### src/rtl/keypad_emulator.sv
// keypad_emulator -- responder end of a 4x4 matrix-keypad scan interface.
//
// Key codes are queued in a small FIFO by a test source. Each key is popped,
// held pressed for HOLD_SCANS full column scans, then released for GAP_SCANS
// scans before the next key. While a key is pressed, its row line follows its
// column strobe combinationally, as a physical switch closure would.
//
// Optional feature: define KPEMU_BOUNCE_EN to emulate contact bounce during
// the first two scans of each press, using an 8-bit LFSR.
//
// Ports:
//   clk         single clock (scanner clock domain)
//   reset       synchronous, active-high
//   key_in      key code: row = key_in[3:2], column = key_in[1:0]
//   key_valid   push request; accepted when key_valid && key_ready
//   key_ready   FIFO not full
//   kb_col      column strobes from the scanner (active-high)
//   kb_row      row returns to the scanner (active-high)
//   busy        key in progress or keys queued
//   key_done    one-cycle pulse when a key finishes its gap
//   fifo_count  number of queued keys
module keypad_emulator #(
  parameter int DEPTH      = 8,
  parameter int HOLD_SCANS = 4,
  parameter int GAP_SCANS  = 4
) (
  input  logic                     clk,
  input  logic                     reset,
  input  logic [3:0]               key_in,
  input  logic                     key_valid,
  output logic                     key_ready,
  input  logic [3:0]               kb_col,
  output logic [3:0]               kb_row,
  output logic                     busy,
  output logic                     key_done,
  output logic [$clog2(DEPTH):0]   fifo_count
);

  localparam int AW   = $clog2(DEPTH);
  localparam int MAXS = (HOLD_SCANS > GAP_SCANS) ? HOLD_SCANS : GAP_SCANS;
  localparam int CW   = $clog2(MAXS + 1);

  typedef enum logic [1:0] {IDLE, PRESS, GAP} state_t;

  logic [3:0]    mem_q [DEPTH];
  logic [AW-1:0] wptr_q, rptr_q;
  logic [AW:0]   cnt_q;
  state_t        state_q;
  logic [3:0]    cur_key_q;
  logic [CW-1:0] scan_cnt_q;
  logic          col3_q;
  logic          key_done_q;

  logic          push, pop, scan_ev;
  logic [CW-1:0] scan_nxt;

  assign key_ready  = (cnt_q != (AW+1)'(DEPTH));
  assign push       = key_valid && key_ready;
  // IDLE pops whenever anything is queued; no other state consumes the FIFO.
  assign pop        = (state_q == IDLE) && (cnt_q != '0);
  // A rising edge on the last column strobe marks one completed scan.
  assign scan_ev    = kb_col[3] && !col3_q;
  assign scan_nxt   = scan_cnt_q + CW'(1);
  assign busy       = (state_q != IDLE) || (cnt_q != '0);
  assign key_done   = key_done_q;
  assign fifo_count = cnt_q;

  // Storage needs no reset: entries are only read below the count.
  always_ff @(posedge clk) begin
    if (push) mem_q[wptr_q] <= key_in;
  end

  always_ff @(posedge clk) begin
    if (reset) begin
      wptr_q <= '0;
      rptr_q <= '0;
      cnt_q  <= '0;
    end else begin
      if (push) wptr_q <= wptr_q + 1'b1;
      if (pop)  rptr_q <= rptr_q + 1'b1;
      case ({push, pop})
        2'b10:   cnt_q <= cnt_q + 1'b1;
        2'b01:   cnt_q <= cnt_q - 1'b1;
        default: cnt_q <= cnt_q;
      endcase
    end
  end

  always_ff @(posedge clk) begin
    if (reset) begin
      state_q    <= IDLE;
      cur_key_q  <= '0;
      scan_cnt_q <= '0;
      col3_q     <= 1'b0;
      key_done_q <= 1'b0;
    end else begin
      col3_q     <= kb_col[3];
      key_done_q <= 1'b0;
      case (state_q)
        IDLE: begin
          if (pop) begin
            cur_key_q  <= mem_q[rptr_q];
            scan_cnt_q <= '0;
            state_q    <= PRESS;
          end
        end
        PRESS: begin
          if (scan_ev) begin
            if (scan_nxt == CW'(HOLD_SCANS)) begin
              scan_cnt_q <= '0;
              state_q    <= GAP;
            end else begin
              scan_cnt_q <= scan_nxt;
            end
          end
        end
        GAP: begin
          if (scan_ev) begin
            if (scan_nxt == CW'(GAP_SCANS)) begin
              scan_cnt_q <= '0;
              key_done_q <= 1'b1;
              state_q    <= IDLE;
            end else begin
              scan_cnt_q <= scan_nxt;
            end
          end
        end
        default: state_q <= IDLE;
      endcase
    end
  end

  logic contact;

`ifdef KPEMU_BOUNCE_EN
  // Fibonacci LFSR, taps 8,6,5,4; steps once per scan regardless of state.
  logic [7:0] lfsr_q;
  logic       lfsr_fb;

  assign lfsr_fb = lfsr_q[7] ^ lfsr_q[5] ^ lfsr_q[4] ^ lfsr_q[3];

  always_ff @(posedge clk) begin
    if (reset)        lfsr_q <= 8'h01;
    else if (scan_ev) lfsr_q <= {lfsr_q[6:0], lfsr_fb};
  end

  // Contact chatters only over the first two scans of a press.
  assign contact = (scan_cnt_q < CW'(2)) ? lfsr_q[0] : 1'b1;
`else
  assign contact = 1'b1;
`endif

  always_comb begin
    kb_row = '0;
    if (state_q == PRESS)
      kb_row[cur_key_q[3:2]] = kb_col[cur_key_q[1:0]] && contact;
  end

endmodule

### config.mk
export PLATFORM = sky130hd
export DESIGN_NAME = keypad_emulator
export DESIGN_NICKNAME = d
export VERILOG_FILES = /design/src/rtl/keypad_emulator.sv
export SDC_FILE = /design/constraint.sdc
export NUM_CORES = 1
export LEC_CHECK = 0
export ABC_CLOCK_PERIOD_IN_PS = 2730
export BUFFER_PORTS_ARGS = -buffer_cell sky130_fd_sc_hd__buf_2
export CORE_MARGIN = 3
export CORE_UTILIZATION = 50
export CTS_CLUSTER_DIAMETER = 120
export DETAILED_ROUTE_END_ITERATION = 12
export PLACE_DENSITY = 0.69
export SYNTH_ARGS = -nofsm -noshare
export SYNTH_HDL_FRONTEND = slang
export SYNTH_SLANG_ARGS = --single-unit
### constraint.sdc
create_clock -name clk -period 2.73 [get_ports clk]
set_input_delay 0.273 -clock clk [delete_from_list [all_inputs] [get_ports clk]]
set_output_delay 0.273 -clock clk [all_outputs]
set_load 0.05 [all_outputs]
==> impl_metrics.yaml, run 1 <==
setup_path:
  worstReg2RegStart: "fifo_count[0]"
  r2r-end: "fifo_count[2]"
  crit_path_cell_trace: "or4b_4, nand2_8, ha_1, xor2_1, ha_1, a21oi_1, xor2_1, or3_1, a21oi_1"
  crit_type: "reg2reg"
  arrival_ns: 2.70
  rrSetupSlack_ns: 0.26
  crit_path_max_fanout: 8
  cp_slowest_cell: "or4b_4"
  cp-end-kind: "flop"
  critPathLaunchType: "flop"
  required_ns: 2.97
  cp-startpoint: "fifo_count[0]"
  reg2regPathDepth: 9
  cp_slowest_stage_delay_ns: 0.64
  endpoint: "fifo_count[2]"
clock_network:
  clkSlewWorstSetupHoldPaths_ns: 0.10
  cts_hold_buf: 0
  insertion_delay_ns: 0.31
  cts.path.max_buffers: 2
  clock-sinks: 53
  postCtsSetupRepairBufs: 0
  cts_buffers: 5
  cts_resized: 0
  cts_tree: "built"
  cts-root-buf: "clkbuf_8"
  htreeDepth: 2
hold_path:
  hp-class: "in2reg"
  worstHoldStart: "key_in[3]"
yosys:
  yosysWarningCount: 0
  synth_edf_count: 32
  synth_top_family_by_area: "simple AND/OR/NAND/NOR gates"
  ys_seq_area_share_pct: 56.5
  async_reset_ff_share_pct: 0
  syn-cell-area_mm2: 0.00244
  synth_xor_area_share_pct: 2.51
  syn_avg_cell_area_um2: 13.4
  yosys_most_used_dff: "edfxtp_1"
  muxShareOfSynthArea_pct: 9.98
  ys_types: 46
  synth_seq_cells: 53
  synth_compound_gate_area_share_pct: 6.55
  syn_inst: 182
  synth-simple-area-share_pct: 16.3
  synthAdderAreaFrac_pct: 5.63
  synth_fp_nets: 204
timing:
  tightest_slew_ns: 0.663
  min_period_ns: 2.47
  holdWs_ns: 0.243
  rsz0062_at_grt: "false"
  maxSlewViolCount: 0
  timing.fmax_ghz: 0.405
  setup_violations: 0
  fin_worst_skew_ns: 0.00893
  relSlewSlack_pct: 55.7
  post-route-period-util_pct: 90.4
  setup_tns_ns: 0
  hold_viol: 0
pwr:
  power.density_mw_per_mm2: 991
  p_leak_nw: 0.988
  ir_worst_vdd_uv: 576
global_routing:
  antenna_found_initial: 0
  grt_pass1_wl_mm: 7.56
  grt_overflow: 0
  track_usage_pct: 16.6
  grt_pass1_vias: 1518
  grt_max_degree: 23
floorplanning:
  fp.dieH_um: 75.9
  io_pins: 22
  rows: 24
  dieArea_mm2: 0.00576
  start_util_pct: 53.9
  core_mm2: 0.00453
  fp.dieW_um: 75.9
routing:
  drc_errors: 0
  via_count: 1509
  ant_nets: 0
  drtIter0Drc: 89
  first_pass_iters: 4
  wirelength_mm: 4.44
  vias_per_cell: 5.59
  wl_per_cell_um: 16.5
final_layout:
  fin_nets: 226
  synthToLayoutAreaGrowth_pct: 10.4
  drive_gt1_share_pct: 25.4
  fillerInstances: 358
  diodes: 0
status:
  outcome: "finished, final reports clean"
placed_design:
  hpwl_mm: 3.27
  io_buffer_count: 21
  gp_congestion: 0.736
flow_run:
  max_cap_viol_count: 0
metal layers:
metal  wire [um]  global-route usage (%)  vias to the layer above
li1            -                       -                      720
met2        2290                    28.5                       33
met5           0                       0                        -
met1        1930                    20.6                      752
met3         175                    4.27                        4
met4          51                    4.89                        0
how the worst min path moves through the flow:
stage               endpoint  depth (start not counted)
2_1_floorplan    mem_q[0][0]                          0
3_3_place_gp   scan_cnt_q[0]                          2
3_5_place_dp    cur_key_q[1]                          2
4_1_cts          mem_q[0][3]                          1
5_1_grt          mem_q[0][3]                          1
6_report         mem_q[0][3]                          1
worst max-delay path: cells and delay by family, from the launching register on:
kind | cells | cell delay, ns
DFF | 1 | 0.40
adders and majority gates | 2 | 0.42
AOI/OAI and AO/OA | 2 | 0.19
and+or+nand+nor | 3 | 1.07
xor gates and xnor gates | 2 | 0.34
metrics by stage:
| stage | worst slack (ns) | cells | util [%] | cell area (um^2) | total power, mW |
|---|---|---|---|---|---|
| 2_1_floorplan | 0.0428 | 182 | - | 2440 | 1.96 |
| 3_3_place_gp | 0.373 | 262 | 57.1 | 2590 | 2.10 |
| 3_5_place_dp | 0.283 | 262 | 57.1 | 2590 | 2.16 |
| 4_1_cts | 0.248 | 270 | 59.5 | 2700 | 2.70 |
| 5_1_grt | 0.133 | 270 | 59.5 | 2700 | 2.85 |
| 6_report | 0.262 | 270 | 59.5 | 2700 | 2.68 |
layout by cell type, fill, tap and decap left out, drive strengths merged, types with 5 or more instances in the layout:
master	instances
xor2	6
nor3	8
ha	11
clkbuf	6
nand2	10
nand2b	7
buf	22
edfxtp	32
nor2	20
dfxtp	21
o22ai	5
a21oi	6
mux4	9
sequential cells by signal (all words and copies together) (netlist names):
name	count
fifo_count	4
col3_q	1
wptr_q	3
scan_cnt_q	3
key_done	1
mem_q	32
state_q	2
rptr_q	3
cur_key_q	4
layout make-up:
type                       instances  area, um^2  share of cell area, %
sequential                        53        1380                   51.2
multi-input combinational        119        1000                   37.1
timing repair buffer              22         113                   4.17
tap                               65        81.3                   3.01
clock buffer                       6        72.6                   2.69
clock inverter                     2        38.8                   1.44
inverter                           3        11.3                  0.417
Yosys cell counts, types with 3 or more instances:
library cell   n  area, um^2
edfxtp_1      32         961
dfxtp_1       21         420
nor2_1        20        75.1
ha_1          11         138
mux4_2         9         203
nor3_1         7        35.0
nand2_1        6        22.5
nand2b_1       6        37.5
xor2_1         6        52.6
o22ai_1        5        31.3
a21oi_1        4        20.0
buf_1          3        11.3
buf_6          3        33.8
inv_1          3        11.3
mux2i_1        3        30.0
nand3_1        3        15.0
nor2b_1        3        18.8
nor3b_1        3        22.5
o21ai_0        3        15.0
power breakdown:
group / internal [mW] / leakage, nW / total [mW] / switching (mW)
clock network: 0.275 / 0.0554 / 0.527 / 0.251
logic: 0.437 / 0.470 / 1.08 / 0.640
registers: 0.947 / 0.463 / 1.07 / 0.125
total: 1.66 / 0.988 / 2.68 / 1.02
logic make-up (layout without fill, tap and decap cells):
logic type | after synthesis | in the layout
buf+inv | 10 | 33
xor+xnor | 7 | 7
compound gates | 22 | 22
flops | 53 | 53
fa+ha+maj | 11 | 11
mux | 13 | 13
simple gates | 66 | 66
No activity file was read; power rests on OpenSTA's default activity.
==> run 2: changes to the inputs <==
Settings changed: ABC_AREA from default to 1.
==> impl_metrics.yaml, run 2 <==
routing:
  wirelength_mm: 4.82
  vias_per_cell: 4.91
  drtIter0Drc: 92
  ant_nets: 0
  via_count: 1924
  first_pass_iters: 4
  wl_per_cell_um: 12.3
  drc_errors: 0
timing:
  rsz0062_at_grt: "false"
  setup_violations: 0
  setup_tns_ns: 0
  fin_worst_skew_ns: 0.00935
  tightest_slew_ns: 0.690
  post-route-period-util_pct: 77.8
  timing.fmax_ghz: 0.471
  maxSlewViolCount: 0
  holdWs_ns: 0.212
  min_period_ns: 2.12
  relSlewSlack_pct: 53.9
  hold_viol: 0
setup_path:
  crit_path_max_fanout: 10
  worst-path-buf-inv: 4
  crit_type: "reg2reg"
  cp_slowest_cell: "dfxtp_1"
  worstSetupPathDepth: 13
  crit_family: "adder cells"
  critPathLaunchType: "flop"
  cp-end-kind: "flop"
  cp-startpoint: "state_q[0]"
  arrival_ns: 2.32
  crit_path_cell_trace: "inv_1, ha_1, nand2_4, inv_4, ha_1, nand2_1, inv_1, nor2_2, ha_1, a21oi_1, xnor2_1, o21ai_0, inv_1"
  required_ns: 2.93
  reg2regPathDepth: 13
  cp_slowest_stage_delay_ns: 0.33
  worstReg2RegStart: "state_q[0]"
final_layout:
  layoutNonFillerInstCount: 392
  layout_commonest_cell: "nand2_1"
  largest_register_ffs: 32
  drive_gt1_share_pct: 12.9
  top_register: "mem_q"
  final_cell_mix: "nand2_1 (76), inv_1 (51), nand3_1 (32), edfxtp_1 (32), nor2_1 (23)"
  diodes: 0
  fin_area_mm2: 0.00286
  synthToLayoutAreaGrowth_pct: 9.89
  fin_nets: 346
  fillerInstances: 441
pwr:
  power.density_mw_per_mm2: 983
  ir_worst_vdd_uv: 581
  p_leak_nw: 1.30
hold_path:
  hp-class: "in2reg"
  worstHoldStart: "kb_col[3]"
  hold_depth: 3
yosys:
  syn_avg_cell_area_um2: 8.66
  yosys_most_used_dff: "edfxtp_1"
  synth_edf_count: 32
  synth_fp_nets: 323
  syn_inst: 301
  synth_common_cells: "nand2_1 (76), inv_1 (51), edfxtp_1 (32), nand3_1 (32), nor2_1 (23)"
  ys_top_cells_by_area: "edfxtp_1 (37%), dfxtp_1 (16%), nand2_1 (11%), inv_1 (7.3%), nand3_1 (6.1%)"
  synth_top_area_cell: "edfxtp_1"
  async_reset_ff_share_pct: 0
  yosysWarningCount: 0
  syn-cell-area_mm2: 0.00261
  yosysMostFrequentCell: "nand2_1"
  ys_seq_area_share_pct: 53.0
  synth_seq_cells: 53
  netlist.area_leader.share_pct: 36.9
  ys_types: 28
floorplanning:
  core_mm2: 0.00488
  dieArea_mm2: 0.00611
  fp.dieH_um: 78.2
  fp.dieW_um: 78.2
  rows: 25
  io_pins: 22
  start_util_pct: 53.4
clock_network:
  htreeDepth: 2
  insertion_delay_ns: 0.30
  cts.path.max_buffers: 2
  cts-root-buf: "clkbuf_8"
  clock-sinks: 53
  cts_resized: 0
  cts_hold_buf: 0
  postCtsSetupRepairBufs: 0
  clkSlewWorstSetupHoldPaths_ns: 0.09
  cts_buffers: 5
  cts_tree: "built"
global_routing:
  antenna_found_initial: 0
  grt_overflow: 0
  grt_pass1_wl_mm: 8.27
  grt_max_degree: 19
  grt_pass1_vias: 1788
  track_usage_pct: 17.0
status:
  outcome: "finished, final reports clean"
placed_design:
  dp.cells: 384
  io_buffer_count: 21
  hpwl_mm: 3.62
  gp_congestion: 0.772
  placed_cell_area_mm2: 0.00275
flow_run:
  max_cap_viol_count: 0
==> run 2: cell types whose count changed after synthesis, moves of 3 or more <==
cell | previous run | this run
a21oi_1 | 4 | 17
inv_1 | 3 | 51
mux2i_1 | 3 | 0
mux4_2 | 9 | 0
nand2_1 | 6 | 76
nand2b_1 | 6 | 0
nand3_1 | 3 | 32
nor2_1 | 20 | 23
nor2b_1 | 3 | 0
nor3_1 | 7 | 2
nor3b_1 | 3 | 0
o21ai_0 | 3 | 10
o22ai_1 | 5 | 0
xor2_1 | 6 | 0
==> run 2: cells by family (layout without fill, tap and decap cells) <==
| group | count (synthesis) | in the layout | share of synthesized area, % |
|---|---|---|---|
| adder cells (fa/ha/maj) | 11 | 11 | 5.28 |
| AND/OR/NAND/NOR | 146 | 146 | 25.6 |
| flip-flops | 53 | 53 | 53.0 |
| XOR/XNOR | 2 | 2 | 0.672 |
| buffers and inverters | 61 | 85 | 9.94 |
| AO/OA/AOI/OAI | 28 | 28 | 5.47 |
==> run 2: through the flow <==
stage	utilization (%)	power, mW	setup WS [ns]
final	58.7	2.82	0.606
after global routing	58.7	3.05	0.440
after CTS	58.7	2.83	0.601
after detailed placement	56.4	2.31	0.628
after global placement	56.4	2.29	0.723
after floorplan	-	2.08	0.274
==> run 2: layer usage <==
metal  share of wire, %  GRT usage [%]  vias to the layer above  wire length (um)
li1                   -              -                     1003                 -
met5                  0              0                        -                 0
met2                 46           27.1                       39              2200
met3                4.4           4.24                        4               212
met4               0.66           3.67                        0                32
met1                 49           23.7                      878              2370
==> run 2: worst register-to-register path, delay by kind of cell (launching register included) <==
kind	cells	cell delay, ns
AO/OA/AOI/OAI	2	0.29
buffers and inverters	4	0.37
adder cells (fa/ha/maj)	3	0.69
AND/OR/NAND/NOR	3	0.25
flip-flops	1	0.33
XOR/XNOR	1	0.09
==> run 2: layout make-up <==
type	instances	area, um^2	area share (%)
Sequential cell	53	1380	48.2
Timing Repair Buffer	21	105	3.67
Clock inverter	2	38.8	1.35
Multi-Input combinational cell	187	966	33.7
Tap cell	67	83.8	2.93
Inverter	56	216	7.56
Clock buffer	6	72.6	2.53
==> run 2: power by group <==
part	total [mW]	internal, mW	leakage (nW)	switching, mW
sequential	1.11	0.970	0.464	0.142
clock	0.526	0.277	0.0558	0.249
combinational	1.18	0.380	0.779	0.798
total	2.82	1.63	1.30	1.19
==> run 2: final timing paths <==
path | endpoint | slack [ns]
setup reg to reg | fifo_count[2] | 0.61
hold reg to reg | wptr_q[0] | 0.49
hold / removal | col3_q | 0.21
setup / recovery | fifo_count[2] | 0.61
